===== src/rtl/pipeline_hazard_ctrl_pkg.sv =====
// ----------------------------------------------------------------------------
// pipe_ctrl_pkg
// Shared types for the pipeline stall/flush controller:
//   reg_idx_t - architectural register index (x0..x31)
//   REG_ZERO  - hard-wired zero register; it never creates a dependency
//   state_t   - controller FSM states
//   ctrl_t    - bundle of pipeline-register and PC control strobes
// ----------------------------------------------------------------------------
package pipe_ctrl_pkg;

  typedef logic [4:0] reg_idx_t;

  localparam reg_idx_t REG_ZERO = 5'd0;

  typedef enum logic [1:0] {
    RUN      = 2'd0,
    FLUSH    = 2'd1,
    MEM_WAIT = 2'd2
  } state_t;

  typedef struct packed {
    logic pc_we;
    logic pc_sel_redirect;
    logic ifid_freeze;
    logic ifid_flush;
    logic idex_freeze;
    logic idex_flush;
    logic exmem_freeze;
    logic memwb_flush;
  } ctrl_t;

endpackage


===== src/rtl/pipeline_hazard_ctrl_if.sv =====
// ----------------------------------------------------------------------------
// pipeline_hazard_ctrl_if
// Bundles the hazard-status inputs coming from the pipeline stages and the
// stall/flush controls plus status going back to them.
//   master : pipeline side (drives hazard status, receives controls)
//   slave  : controller side (receives hazard status, drives controls)
// Hazard status : id_rs1/id_rs2/id_uses_rs1/id_uses_rs2, ex_rd/ex_is_load/
//                 ex_reg_write/ex_redirect, imem_ready, dmem_req/dmem_ready
// Controls      : pc_we, pc_sel_redirect, ifid_freeze/flush, idex_freeze/
//                 flush, exmem_freeze, memwb_flush
// Status        : stall_cycles, redirect_count (CNT_W), mem_timeout_err
// ----------------------------------------------------------------------------
interface pipeline_hazard_ctrl_if #(
  parameter int unsigned CNT_W = 32
);
  import pipe_ctrl_pkg::*;

  reg_idx_t           id_rs1;
  reg_idx_t           id_rs2;
  logic               id_uses_rs1;
  logic               id_uses_rs2;
  reg_idx_t           ex_rd;
  logic               ex_is_load;
  logic               ex_reg_write;
  logic               ex_redirect;
  logic               imem_ready;
  logic               dmem_req;
  logic               dmem_ready;

  logic               pc_we;
  logic               pc_sel_redirect;
  logic               ifid_freeze;
  logic               ifid_flush;
  logic               idex_freeze;
  logic               idex_flush;
  logic               exmem_freeze;
  logic               memwb_flush;
  logic [CNT_W-1:0]   stall_cycles;
  logic [CNT_W-1:0]   redirect_count;
  logic               mem_timeout_err;

  modport master (
    output id_rs1, id_rs2, id_uses_rs1, id_uses_rs2,
    output ex_rd, ex_is_load, ex_reg_write, ex_redirect,
    output imem_ready, dmem_req, dmem_ready,
    input  pc_we, pc_sel_redirect, ifid_freeze, ifid_flush,
    input  idex_freeze, idex_flush, exmem_freeze, memwb_flush,
    input  stall_cycles, redirect_count, mem_timeout_err
  );

  modport slave (
    input  id_rs1, id_rs2, id_uses_rs1, id_uses_rs2,
    input  ex_rd, ex_is_load, ex_reg_write, ex_redirect,
    input  imem_ready, dmem_req, dmem_ready,
    output pc_we, pc_sel_redirect, ifid_freeze, ifid_flush,
    output idex_freeze, idex_flush, exmem_freeze, memwb_flush,
    output stall_cycles, redirect_count, mem_timeout_err
  );

endinterface


===== src/rtl/pipeline_hazard_ctrl_hazard_detect.sv =====
// ----------------------------------------------------------------------------
// hazard_detect
// Purely combinational load-use comparator. Flags the case where the load in
// EX writes a register that the instruction in ID actually reads.
//   i_id_rs1/i_id_rs2         source registers of the ID instruction
//   i_id_uses_rs1/i_id_uses_rs2 the ID instruction really reads that source
//   i_ex_rd                   destination of the EX instruction
//   i_ex_is_load/i_ex_reg_write EX instruction is a register-writing load
//   o_load_use                one-cycle bubble required
// ----------------------------------------------------------------------------
module hazard_detect
  import pipe_ctrl_pkg::*;
(
  input  reg_idx_t i_id_rs1,
  input  reg_idx_t i_id_rs2,
  input  logic     i_id_uses_rs1,
  input  logic     i_id_uses_rs2,
  input  reg_idx_t i_ex_rd,
  input  logic     i_ex_is_load,
  input  logic     i_ex_reg_write,
  output logic     o_load_use
);

  logic w_rs1_hit;
  logic w_rs2_hit;
  logic w_ex_writes;

  assign w_rs1_hit   = i_id_uses_rs1 && (i_id_rs1 == i_ex_rd);
  assign w_rs2_hit   = i_id_uses_rs2 && (i_id_rs2 == i_ex_rd);
  // x0 is never written, so a load targeting it cannot create a dependency
  assign w_ex_writes = i_ex_is_load && i_ex_reg_write && (i_ex_rd != REG_ZERO);
  assign o_load_use  = w_ex_writes && (w_rs1_hit || w_rs2_hit);

endmodule


===== src/rtl/pipeline_hazard_ctrl.sv =====
// ----------------------------------------------------------------------------
// pipeline_hazard_ctrl
// Central stall/flush controller for the 5-stage in-order pipeline.
// Priority (highest first): dmem stall > EX redirect > post-redirect squash
// > load-use > imem wait > normal flow. Controls are combinational from the
// registered state and the current inputs; state and counters are registered.
//   clk  - clock, rising edge
//   rstn - synchronous active-low reset; all controls forced low while low
//   bus  - slave side of pipeline_hazard_ctrl_if (hazard status in, controls
//          and performance/watchdog status out)
// Parameters:
//   REDIRECT_FLUSH_CYCLES (1..7) cycles IF/ID is flushed after a redirect
//   MEM_TIMEOUT (2..65535) consecutive dmem-wait cycles that trip watchdog
//   CNT_W performance counter width
// ----------------------------------------------------------------------------
module pipeline_hazard_ctrl
  import pipe_ctrl_pkg::*;
#(
  parameter int unsigned REDIRECT_FLUSH_CYCLES = 1,
  parameter int unsigned MEM_TIMEOUT           = 256,
  parameter int unsigned CNT_W                 = 32
) (
  input  logic                  clk,
  input  logic                  rstn,
  pipeline_hazard_ctrl_if.slave bus
);

  localparam logic [2:0]  FLUSH_RELOAD = 3'(REDIRECT_FLUSH_CYCLES - 1);
  localparam logic [15:0] TIMEOUT      = 16'(MEM_TIMEOUT);

  state_t           r_state;
  state_t           w_state_nxt;
  logic [2:0]       r_flush_cnt;
  logic [2:0]       w_flush_cnt_nxt;
  logic [15:0]      r_wait_cnt;
  logic [CNT_W-1:0] r_stall_cycles;
  logic [CNT_W-1:0] r_redirect_count;
  logic             r_mem_timeout_err;

  ctrl_t            w_ctrl;
  ctrl_t            w_ctrl_out;
  logic             w_load_use;
  logic             w_dmem_stall;
  logic             w_in_flush;
  logic             w_redirect_accept;

  hazard_detect u_hazard_detect (
    .i_id_rs1       (bus.id_rs1),
    .i_id_rs2       (bus.id_rs2),
    .i_id_uses_rs1  (bus.id_uses_rs1),
    .i_id_uses_rs2  (bus.id_uses_rs2),
    .i_ex_rd        (bus.ex_rd),
    .i_ex_is_load   (bus.ex_is_load),
    .i_ex_reg_write (bus.ex_reg_write),
    .o_load_use     (w_load_use)
  );

  assign w_dmem_stall = bus.dmem_req && !bus.dmem_ready;

  // A squash sequence paused by a dmem stall resumes on the cycle the stall
  // releases, so MEM_WAIT with a live flush count still counts as flushing.
  assign w_in_flush = (r_state == FLUSH) ||
                      ((r_state == MEM_WAIT) && (r_flush_cnt != 3'd0));

  always_comb begin
    w_ctrl            = '0;
    w_state_nxt       = r_state;
    w_flush_cnt_nxt   = r_flush_cnt;
    w_redirect_accept = 1'b0;

    if (w_dmem_stall) begin
      // Freeze everything up to EX/MEM; MEM/WB gets a bubble. EX inputs are
      // frozen too, so any redirect/load-use is simply seen again later.
      w_ctrl.ifid_freeze  = 1'b1;
      w_ctrl.idex_freeze  = 1'b1;
      w_ctrl.exmem_freeze = 1'b1;
      w_ctrl.memwb_flush  = 1'b1;
      w_state_nxt         = MEM_WAIT;
    end else if (bus.ex_redirect) begin
      w_ctrl.pc_we           = 1'b1;
      w_ctrl.pc_sel_redirect = 1'b1;
      w_ctrl.ifid_flush      = 1'b1;
      w_ctrl.idex_flush      = 1'b1;
      w_redirect_accept      = 1'b1;
      w_flush_cnt_nxt        = FLUSH_RELOAD;
      w_state_nxt            = (FLUSH_RELOAD != 3'd0) ? FLUSH : RUN;
    end else if (w_in_flush) begin
      w_ctrl.pc_we      = 1'b1;
      w_ctrl.ifid_flush = 1'b1;
      if (r_flush_cnt == 3'd1) begin
        w_flush_cnt_nxt = 3'd0;
        w_state_nxt     = RUN;
      end else begin
        w_flush_cnt_nxt = r_flush_cnt - 3'd1;
        w_state_nxt     = FLUSH;
      end
    end else begin
      w_state_nxt = RUN;
      if (w_load_use) begin
        w_ctrl.ifid_freeze = 1'b1;
        w_ctrl.idex_flush  = 1'b1;
      end else if (!bus.imem_ready) begin
        w_ctrl.ifid_flush = 1'b1;
      end else begin
        w_ctrl.pc_we = 1'b1;
      end
    end
  end

  assign w_ctrl_out = rstn ? w_ctrl : '0;

  always_ff @(posedge clk) begin
    if (!rstn) begin
      r_state     <= RUN;
      r_flush_cnt <= '0;
    end else begin
      r_state     <= w_state_nxt;
      r_flush_cnt <= w_flush_cnt_nxt;
    end
  end

  always_ff @(posedge clk) begin
    if (!rstn) begin
      r_wait_cnt        <= '0;
      r_mem_timeout_err <= 1'b0;
    end else if (w_dmem_stall) begin
      if (r_wait_cnt != TIMEOUT) begin
        r_wait_cnt <= r_wait_cnt + 16'd1;
      end
      // Sets on the same edge the count reaches the limit
      if (r_wait_cnt >= TIMEOUT - 16'd1) begin
        r_mem_timeout_err <= 1'b1;
      end
    end else begin
      r_wait_cnt <= '0;
    end
  end

  always_ff @(posedge clk) begin
    if (!rstn) begin
      r_stall_cycles   <= '0;
      r_redirect_count <= '0;
    end else begin
      if (!w_ctrl.pc_we) begin
        r_stall_cycles <= r_stall_cycles + 1'b1;
      end
      if (w_redirect_accept) begin
        r_redirect_count <= r_redirect_count + 1'b1;
      end
    end
  end

  assign bus.pc_we           = w_ctrl_out.pc_we;
  assign bus.pc_sel_redirect = w_ctrl_out.pc_sel_redirect;
  assign bus.ifid_freeze     = w_ctrl_out.ifid_freeze;
  assign bus.ifid_flush      = w_ctrl_out.ifid_flush;
  assign bus.idex_freeze     = w_ctrl_out.idex_freeze;
  assign bus.idex_flush      = w_ctrl_out.idex_flush;
  assign bus.exmem_freeze    = w_ctrl_out.exmem_freeze;
  assign bus.memwb_flush     = w_ctrl_out.memwb_flush;
  assign bus.stall_cycles    = r_stall_cycles;
  assign bus.redirect_count  = r_redirect_count;
  assign bus.mem_timeout_err = r_mem_timeout_err;

endmodule


===== src/flat_wrapper.sv =====
// flat-port wrapper written by rule: the top's interface ports become plain ports
module pipeline_hazard_ctrl_flat import pipe_ctrl_pkg::*;
#(
  parameter int unsigned REDIRECT_FLUSH_CYCLES = 1,
  parameter int unsigned MEM_TIMEOUT           = 256,
  parameter int unsigned CNT_W                 = 32
)
  (clk, rstn, bus_id_rs1, bus_id_rs2, bus_id_uses_rs1, bus_id_uses_rs2, bus_ex_rd, bus_ex_is_load, bus_ex_reg_write, bus_ex_redirect, bus_imem_ready, bus_dmem_req, bus_dmem_ready, bus_pc_we, bus_pc_sel_redirect, bus_ifid_freeze, bus_ifid_flush, bus_idex_freeze, bus_idex_flush, bus_exmem_freeze, bus_memwb_flush, bus_stall_cycles, bus_redirect_count, bus_mem_timeout_err);
  pipeline_hazard_ctrl_if #(.CNT_W(CNT_W)) bus_i ();
  input  logic clk;
  input  logic rstn;
  input wire logic [$bits(bus_i.id_rs1)-1:0] bus_id_rs1;
  input wire logic [$bits(bus_i.id_rs2)-1:0] bus_id_rs2;
  input wire logic [$bits(bus_i.id_uses_rs1)-1:0] bus_id_uses_rs1;
  input wire logic [$bits(bus_i.id_uses_rs2)-1:0] bus_id_uses_rs2;
  input wire logic [$bits(bus_i.ex_rd)-1:0] bus_ex_rd;
  input wire logic [$bits(bus_i.ex_is_load)-1:0] bus_ex_is_load;
  input wire logic [$bits(bus_i.ex_reg_write)-1:0] bus_ex_reg_write;
  input wire logic [$bits(bus_i.ex_redirect)-1:0] bus_ex_redirect;
  input wire logic [$bits(bus_i.imem_ready)-1:0] bus_imem_ready;
  input wire logic [$bits(bus_i.dmem_req)-1:0] bus_dmem_req;
  input wire logic [$bits(bus_i.dmem_ready)-1:0] bus_dmem_ready;
  output wire logic [$bits(bus_i.pc_we)-1:0] bus_pc_we;
  output wire logic [$bits(bus_i.pc_sel_redirect)-1:0] bus_pc_sel_redirect;
  output wire logic [$bits(bus_i.ifid_freeze)-1:0] bus_ifid_freeze;
  output wire logic [$bits(bus_i.ifid_flush)-1:0] bus_ifid_flush;
  output wire logic [$bits(bus_i.idex_freeze)-1:0] bus_idex_freeze;
  output wire logic [$bits(bus_i.idex_flush)-1:0] bus_idex_flush;
  output wire logic [$bits(bus_i.exmem_freeze)-1:0] bus_exmem_freeze;
  output wire logic [$bits(bus_i.memwb_flush)-1:0] bus_memwb_flush;
  output wire logic [$bits(bus_i.stall_cycles)-1:0] bus_stall_cycles;
  output wire logic [$bits(bus_i.redirect_count)-1:0] bus_redirect_count;
  output wire logic [$bits(bus_i.mem_timeout_err)-1:0] bus_mem_timeout_err;
  assign bus_i.id_rs1 = bus_id_rs1;
  assign bus_i.id_rs2 = bus_id_rs2;
  assign bus_i.id_uses_rs1 = bus_id_uses_rs1;
  assign bus_i.id_uses_rs2 = bus_id_uses_rs2;
  assign bus_i.ex_rd = bus_ex_rd;
  assign bus_i.ex_is_load = bus_ex_is_load;
  assign bus_i.ex_reg_write = bus_ex_reg_write;
  assign bus_i.ex_redirect = bus_ex_redirect;
  assign bus_i.imem_ready = bus_imem_ready;
  assign bus_i.dmem_req = bus_dmem_req;
  assign bus_i.dmem_ready = bus_dmem_ready;
  assign bus_pc_we = bus_i.pc_we;
  assign bus_pc_sel_redirect = bus_i.pc_sel_redirect;
  assign bus_ifid_freeze = bus_i.ifid_freeze;
  assign bus_ifid_flush = bus_i.ifid_flush;
  assign bus_idex_freeze = bus_i.idex_freeze;
  assign bus_idex_flush = bus_i.idex_flush;
  assign bus_exmem_freeze = bus_i.exmem_freeze;
  assign bus_memwb_flush = bus_i.memwb_flush;
  assign bus_stall_cycles = bus_i.stall_cycles;
  assign bus_redirect_count = bus_i.redirect_count;
  assign bus_mem_timeout_err = bus_i.mem_timeout_err;
  pipeline_hazard_ctrl #(.REDIRECT_FLUSH_CYCLES(REDIRECT_FLUSH_CYCLES), .MEM_TIMEOUT(MEM_TIMEOUT), .CNT_W(CNT_W)) u_core (.clk(clk), .rstn(rstn), .bus(bus_i));
endmodule

===== config.mk =====
export PLATFORM = sky130hd
export DESIGN_NAME = pipeline_hazard_ctrl_flat
export DESIGN_NICKNAME = d
export VERILOG_FILES = /design/src/rtl/pipeline_hazard_ctrl_pkg.sv /design/src/rtl/pipeline_hazard_ctrl_if.sv /design/src/rtl/pipeline_hazard_ctrl_hazard_detect.sv /design/src/rtl/pipeline_hazard_ctrl.sv /design/src/flat_wrapper.sv
export SDC_FILE = /design/constraint.sdc
export NUM_CORES = 1
export LEC_CHECK = 0
export CAP_MARGIN = 0
export CORE_AREA = 2 2 110 80
export DETAILED_ROUTE_END_ITERATION = 10
export DIE_AREA = 0 0 112 82
export HOLD_SLACK_MARGIN = 0.06
export PLACE_DENSITY = 0.85
export SETUP_SLACK_MARGIN = 0.2
export SYNTH_ARGS = -nofsm -noshare
export SYNTH_HDL_FRONTEND = slang
export SYNTH_SLANG_ARGS = --single-unit

===== constraint.sdc =====
create_clock -name clk -period 7.4 [get_ports clk]
set_clock_uncertainty 0.15 [all_clocks]
set_input_delay 1.48 -clock clk [delete_from_list [all_inputs] [get_ports clk]]
set_output_delay 1.48 -clock clk [all_outputs]
set_load 0.05 [all_outputs]

==> results.md, run 1 <==
* DP Wirelength at roughly 7600 um
* Average cell area after synthesis at just over 8 um^2
* Placeable Area at ~8200 um^2
* Outcome: completed
* Leakage power summed over all cells at 0.00184 uW
* Final #Nets at 642
* GRT Util Overall at 23.9%
* Most common flop cell mapped by yosys: sky130_fd_sc_hd__dfxtp_1
* Post-layout minimum cycle time at 5.85 ns
* M2 GR Usage at 42.2%
* CTS tree: done
* Worst relative slew slack at 42.0%
* Warnings from Yosys at 0
* Max-slew violation total from the final report at 0
* Count of cells resized by post-cts repair at 0
* Met3 usage at 6.20%
* Synthesized cell area at 4280 um^2
* Synthesis-to-layout area growth at 31.5%
* Fraction of layout instances using a drive strength above 1 at 5.04%
* GPL Wtd Cong at 0.897
* Total of fill cells in the finished design at 676
* Total of max-cap violations at 0
* Number of flops mapped to enable cells by yosys at 0
* Final worst path period share at just under 80%
* Global route total overflow at 0
* First-pass DRT Iterations at 5
* Height of the die at a little over 80 um
* Antenna diode count at 0
* Clock latency of the later-clocked register in the worst-skew pair at between 0.3 and 0.4 ns
* Wire length of the first global-routing pass at 17,700 um
* Count of standard-cell rows at 28
* Antenna violations before repair at 0
* # Post-CTS Setup Buffers at 0
* Number of nets produced by synthesis at 553
* Num CTS Buffers at 9
* Global routing usage on met1 at 29.2%
* Maximum number of pins on one net before global-route repair at 66
* Post-detailed-route wirelength per cell at between 15 and 20 um
* Drt total wl at 10,900 um
* Setup slack after placement at 1.53 ns
* Horizontal extent of the die at about 110 um
* Mean number of vias per cell at 5.78
* Worst hold path type: reg -> reg
* Data required time of the critical path at just under 6 ns
* Post-Route Setup TNS at 0 ns
* Sink count of the clock tree at 86
* Design Area, Final at 5620 um^2
* Slew of the pin with the lowest slew margin at 0.863 ns
* Overall power consumption at 1060 uW
* Total placed instance area at 5290 um^2
* FFs w/ async S/R, synth at 0%
* Arrival time of the worst setup path at 4.22 ns
* Unrepaired setup endpoints after global routing: no
* Max VDD drop at approximately 0.14 mV
* Setup slack after layout at 1.55 ns
* Max Freq at 171 MHz
* Hold-fix buffers at CTS at 0
* Count of cell types in the netlist at 51
* DIE AREA at between 9000 and 10,000 um^2
* Setup-failing EPs final at 0
* # H-tree levels at 3
* Largest fanout of any net on the critical path at 18
* I/O pins at 98
* Portion of the post-synthesis area used by sequential elements at around two fifths
* Detailed-route via count at between 4k and 5k
* Post-route DRC violation count at 0
* Total of flip-flops plus latches after synthesis at 86
* Iteration-0 DRC Markers at 196
* Number of instances in the synthesized netlist at 521
* Most Used Layer, Global Route: met2
* Final hold violations at 0
* Sort of element at the end of the critical path: output pin
* Critical Path Start Type: input pin
* Via count of the first global-routing pass at roughly 3.8k
* Root buffer cell: sky130_fd_sc_hd__clkbuf_16
* Power per cell area at 188 nW/um^2
* Port Buffers at 97
* Category of the critical setup timing path: in -> out
* Residual antenna-violating net count after detailed routing at 0
* Buffer depth of the longest clock path at 2
* Clock slew at reported path FFs at 0.06 ns
* Effective utilization at floorplan at roughly 52%
through the flow:
step / utilization [%] / std cells / hold slack (ns)
5_1_grt: 68.6 / 720 / 0.357
4_1_cts: 68.6 / 720 / 0.334
6_report: 68.6 / 720 / 0.337
3_3_place_gp: 64.5 / 704 / 0.308
2_1_floorplan: - / 521 / 0.308
3_5_place_dp: 64.5 / 704 / 0.323
flip-flops by register name, summed over array words and instances (netlist names):
name / count
u_core.bus.mem_timeout_err: 1
u_core.bus.redirect_count: 32
u_core.bus.stall_cycles: 32
u_core.r_flush_cnt: 3
u_core.r_state: 2
u_core.r_wait_cnt: 16
cell usage after synthesis (2+ instances only):
master                      n  area [um^2]
sky130_fd_sc_hd__and2_1     5         31.3
sky130_fd_sc_hd__nor3_1    10         50.1
sky130_fd_sc_hd__or4_1      9         67.6
sky130_fd_sc_hd__mux2i_1    2         20.0
sky130_fd_sc_hd__o31ai_1   10         75.1
sky130_fd_sc_hd__nand3_1   34          170
sky130_fd_sc_hd__and4_1     3         26.3
sky130_fd_sc_hd__a22oi_1    2         15.0
sky130_fd_sc_hd__nand4_2    2         25.0
sky130_fd_sc_hd__inv_1     17         63.8
sky130_fd_sc_hd__nor2b_1    2         12.5
sky130_fd_sc_hd__nor2_1    53          199
sky130_fd_sc_hd__buf_2      2         10.0
sky130_fd_sc_hd__nand4_1   18          113
sky130_fd_sc_hd__or3_1     30          188
sky130_fd_sc_hd__nor4_1     5         31.3
sky130_fd_sc_hd__or4b_1     2         20.0
sky130_fd_sc_hd__and3_1    11         68.8
sky130_fd_sc_hd__o21a_1     4         30.0
sky130_fd_sc_hd__clkbuf_1  11         41.3
sky130_fd_sc_hd__nand2_1   43          161
sky130_fd_sc_hd__xor2_1    22          193
sky130_fd_sc_hd__ha_1       7         87.6
sky130_fd_sc_hd__buf_6      2         22.5
sky130_fd_sc_hd__buf_4      5         37.5
sky130_fd_sc_hd__a21oi_1   47          235
sky130_fd_sc_hd__nand2b_1   3         18.8
sky130_fd_sc_hd__o21ai_0   16         80.1
sky130_fd_sc_hd__dfxtp_1   86         1720
sky130_fd_sc_hd__xnor2_1   21          184
sky130_fd_sc_hd__o21ai_1   14         70.1
sky130_fd_sc_hd__o41ai_1    4         35.0
layout by cell type (no fill, tap or decap), types with 9 or more instances in the layout:
cell,synthesis,final
sky130_fd_sc_hd__xor2_1,22,22
sky130_fd_sc_hd__nand3_1,34,34
sky130_fd_sc_hd__nor2_1,53,53
sky130_fd_sc_hd__or3_1,30,30
sky130_fd_sc_hd__o21ai_1,14,14
sky130_fd_sc_hd__a21oi_1,47,47
sky130_fd_sc_hd__and3_1,11,11
sky130_fd_sc_hd__inv_1,17,16
sky130_fd_sc_hd__xnor2_1,21,21
sky130_fd_sc_hd__o31ai_1,10,10
sky130_fd_sc_hd__o21ai_0,16,16
sky130_fd_sc_hd__clkdlybuf4s50_1,0,97
sky130_fd_sc_hd__dfxtp_1,86,86
sky130_fd_sc_hd__or4_1,9,9
sky130_fd_sc_hd__nand2_1,43,43
sky130_fd_sc_hd__nand4_1,18,18
sky130_fd_sc_hd__nor3_1,10,10
sky130_fd_sc_hd__clkbuf_16,0,9
critical path: stages:
cell,delay (ns)
sky130_fd_sc_hd__clkdlybuf4s50_1,0.47
sky130_fd_sc_hd__nor2b_1,0.64
sky130_fd_sc_hd__nand2_1,0.57
sky130_fd_sc_hd__inv_1,0.22
sky130_fd_sc_hd__clkdlybuf4s50_1,0.83
worst paths after layout:
check | from | endpoint | slack (ns) | cells after the start
min reg2reg | u_core.bus.stall_cycles[31]$_SDFFE_PN0N_ | u_core.bus.stall_cycles[31]$_SDFFE_PN0N_ | 0.34 | 2
max reg2reg | u_core.bus.redirect_count[11]$_SDFFE_PN0P_ | u_core.bus.redirect_count[31]$_SDFFE_PN0P_ | 4.64 | 6
min | u_core.bus.stall_cycles[31]$_SDFFE_PN0N_ | u_core.bus.stall_cycles[31]$_SDFFE_PN0N_ | 0.34 | 2
max | bus_dmem_req | bus_idex_freeze | 1.55 | 5
kinds of logic after synthesis:
group	share of synthesized area [%]
buf+inv	4.36
simple gates	29.6
flops	40.3
xor+xnor	8.81
compound gates	14.2
mux	0.732
fa+ha+maj	2.05
metal layers:
layer / up-vias / wire length, um
li1: 2044 / -
met1: 1985 / 4860
met2: 123 / 5290
met3: 10 / 659
met4: 0 / 89
met5: - / 0
power breakdown:
part           total (uW)  internal, uW  switching, uW
clock network         497           307            191
logic                86.2          33.6           52.6
registers             472           467           5.37
area by class of cell:
cell class / count / area, um^2 / share of cell area, %
clock buffer: 10 / 239 / 4.25
clock inverter: 6 / 92.6 / 1.65
inverter: 19 / 71.3 / 1.27
multi-input combinational: 395 / 2380 / 42.3
sequential: 86 / 1720 / 30.6
tap: 105 / 131 / 2.34
timing repair buffer: 99 / 986 / 17.5
(Power assumes the default switching activity.)
==> run 2: changes to the inputs <==
--- a/config.mk
+++ b/config.mk
@@ -6,11 +6,11 @@
 export NUM_CORES = 1
 export LEC_CHECK = 0
 export CAP_MARGIN = 0
-export CORE_AREA = 2 2 110 80
+export CORE_AREA = 2 2 119 86
 export DETAILED_ROUTE_END_ITERATION = 10
-export DIE_AREA = 0 0 112 82
+export DIE_AREA = 0 0 121 88
 export HOLD_SLACK_MARGIN = 0.06
-export PLACE_DENSITY = 0.85
+export PLACE_DENSITY = 0.77
 export SETUP_SLACK_MARGIN = 0.2
 export SYNTH_ARGS = -nofsm -noshare
 export SYNTH_HDL_FRONTEND = slang
==> constraint.sdc (replaced) <==
create_clock -name clk -period 4.8 [get_ports clk]
set_clock_uncertainty 0.15 [all_clocks]
set_input_delay 0.96 -clock clk [delete_from_list [all_inputs] [get_ports clk]]
set_output_delay 0.96 -clock clk [all_outputs]
set_load 0.05 [all_outputs]
==> run 2 against run 1 <==
  * Combinational power increased by 61%
  * Clock power increased by 49%
  * Non-clock buffer count increased by 4
  * Sequential power increased by 54%
  * Worst setup slack got worse by 0.89 ns
  * Design area increased by 1.5%
  * Global-route usage decreased by 3.8 points
  * Core utilization decreased by 8.5 points
  * Routed wire length decreased by 3.3%
  * Cell count increased by 3.8%
  * Critical path depth increased by 2
  * Critical path type unchanged
  * Critical endpoint is now bus_pc_we
==> results.md, run 2 (synthesis results as in run 1) <==
* Outcome: completed
* Sink count of the clock tree at 86
* Worst hold margin at 0.341 ns
* Detailed-route via count at 4,119
* Total of max-cap violations at 0
* Switching part of the total at 22.7%
* Final #Nets at 646
* Buffer depth of the longest clock path at 2
* # Post-CTS Setup Buffers at 0
* Slew of the pin with the lowest slew margin at 0.865 ns
* Critical Path Start Type: input pin
* Arrival time of the worst setup path at between 3 and 4 ns
* Overall power consumption at 1610 uW
* Via count of the first global-routing pass at 3,662
* Maximum number of pins on one net before global-route repair at 66
* Effective utilization at floorplan at between 40% and 50%
* Leakage power summed over all cells at 0.00188 uW
* Depth of the worst register-to-register path at 6
* Max Freq at 242 MHz
* Placeable Area at 9500 um^2
* Wire length of the first global-routing pass at 17,300 um
* Number of cells after detailed placement at 731
* CTS tree: done
* Total of fill cells in the finished design at around 820
* Post-layout minimum cycle time at 4.14 ns
* Port Buffers at 97
* Max VDD drop at 0.173 mV
* Cell mode on critical path: sky130_fd_sc_hd__and2_1
* Synthesis-to-layout area growth at 33.4%
* GRT Util Overall at 20.1%
* Clock latency of the later-clocked register in the worst-skew pair at 0.33 ns
* Non-Filler Instances at 747
* Drt total wl at 10,500 um
* Antenna diode count at 0
* Unrepaired setup endpoints after global routing: no
* DP Wirelength at around 7600 um
* Worst hold path stage count at 2
* Clock slew at reported path FFs at ~0.060 ns
* Root buffer cell: sky130_fd_sc_hd__clkbuf_16
* Num CTS Buffers at 9
* Hold-fix buffers at CTS at 0
* Critical path cell sequence: clkdlybuf4s50_1, or3_1, o311a_1, and2_1, a221oi_4, and2_1, buf_12
* Category of the critical setup timing path: in -> out
* Iteration-0 DRC Markers at 272
* Fraction of layout instances using a drive strength above 1 at 6.79%
* Mean number of vias per cell at 5.51
* Count of standard-cell rows at 30
* Max stage delay cell, worst path: sky130_fd_sc_hd__clkdlybuf4s50_1
* Clk pwr share at 46.1%
* Final hold violations at 0
* Max-slew violation total from the final report at 0
* Post-Route Setup TNS at 0 ns
* Sw power at roughly 370 uW
* Power per cell area at 282 nW/um^2
* Sort of element at the end of the critical path: output pin
* Fraction of power consumed by sequential logic at 45.3%
* Worst reg-to-reg setup slack at 2.06 ns
* Setup-failing EPs final at 0
* GPL Wtd Cong at 0.843
* Endpoint of the worst register-to-register path: u_core.bus.redirect_count[31]$_SDFFE_PN0P_
* # H-tree levels at 3
* Post-detailed-route wirelength per cell at 14.1 um
* Design internal power at ~1200 uW
* I/O pins at 98
* Final worst path period share at 86.2%
* DIE AREA at between 10,000 and 15,000 um^2
* Data required time of the critical path at 3.69 ns
* Origin of the critical flop-to-flop path: u_core.bus.redirect_count[11]$_SDFFE_PN0P_
* Post-route DRC violation count at 0
* Worst-case hold path end point: u_core.bus.mem_timeout_err$_SDFFE_PN0P_
* Worst Min Path Start: u_core.bus.mem_timeout_err$_SDFFE_PN0P_
* Horizontal extent of the die at roughly 120 um
* Global route total overflow at 0
* Height of the die at ~88 um
* Count of cells resized by post-cts repair at 0
* Worst relative slew slack at a little over two fifths
* Most frequent cells in the layout: sky130_fd_sc_hd__clkdlybuf4s50_1, sky130_fd_sc_hd__dfxtp_1, sky130_fd_sc_hd__nor2_1
* Antenna violations before repair at 0
* Most common cell after layout, fill and taps aside: sky130_fd_sc_hd__clkdlybuf4s50_1
* First-pass DRT Iterations at 5
* Largest fanout of any net on the critical path at 3
* Gate power share at about 8.6%
* Delay contributed by the slowest stage of the critical path at 0.46 ns
* Residual antenna-violating net count after detailed routing at 0
* Worst hold path type: reg -> reg
==> run 2: cell count changes in the layout (fill, tap and decap cells not counted), sizes merged <==
cell | before | now
clkdlybuf4s50 | 97 | 90
buf | 2 | 13
clkinv | 2 | 3
inv | 19 | 18
==> run 2: per-stage QoR <==
step                area, um^2  worst slack (ns)  utilization [%]
finish                    5700             0.662             60.1
global route              5700             0.583             60.1
CTS                       5700             0.652             60.1
detailed placement        5380             0.661             56.7
global placement          5380             0.671             56.7
floorplan                 4280             0.833                -
==> run 2: worst max path at each step <==
stage,startpoint,end,cells after the start
floorplan,bus_ex_rd[0],bus_pc_we,8
global placement,bus_ex_rd[0],bus_pc_we,7
detailed placement,bus_ex_rd[0],bus_pc_we,7
CTS,bus_ex_rd[0],bus_pc_we,7
global route,bus_ex_rd[0],bus_pc_we,7
finish,bus_ex_rd[0],bus_pc_we,7
==> run 2: worst max-delay path, delay by kind of cell <==
kind,cells,cell delay [ns]
AOI/OAI and AO/OA,2,0.62
buffers and inverters,2,0.61
and+or+nand+nor,3,0.82
==> run 2: area by class of cell <==
class / instances / area (um^2) / area share, %
Multi-Input combinational cell: 395 / 2380 / 41.7
Clock buffer: 10 / 239 / 4.19
Inverter: 19 / 71.3 / 1.25
Timing Repair Buffer: 103 / 1050 / 18.4
Sequential cell: 86 / 1720 / 30.2
Tap cell: 128 / 160 / 2.81
Clock inverter: 6 / 85.1 / 1.49
==> run 2: power groups by stage <==
stage	Combinational, uW	Clock (uW)	Sequential, uW
2_1_floorplan	72.7	0	755
3_3_place_gp	135	0	743
3_5_place_dp	139	0	744
4_1_cts	139	755	728
5_1_grt	149	785	728
6_report	139	742	728
==> run 2: per-layer routing <==
layer | vias up | track usage (%) | routed length, um
li1 | 2050 | - | -
met1 | 1931 | 26.4 | 4900
met2 | 124 | 33.3 | 4910
met3 | 14 | 4.88 | 626
met4 | 0 | 5.39 | 106
met5 | - | 0 | 0
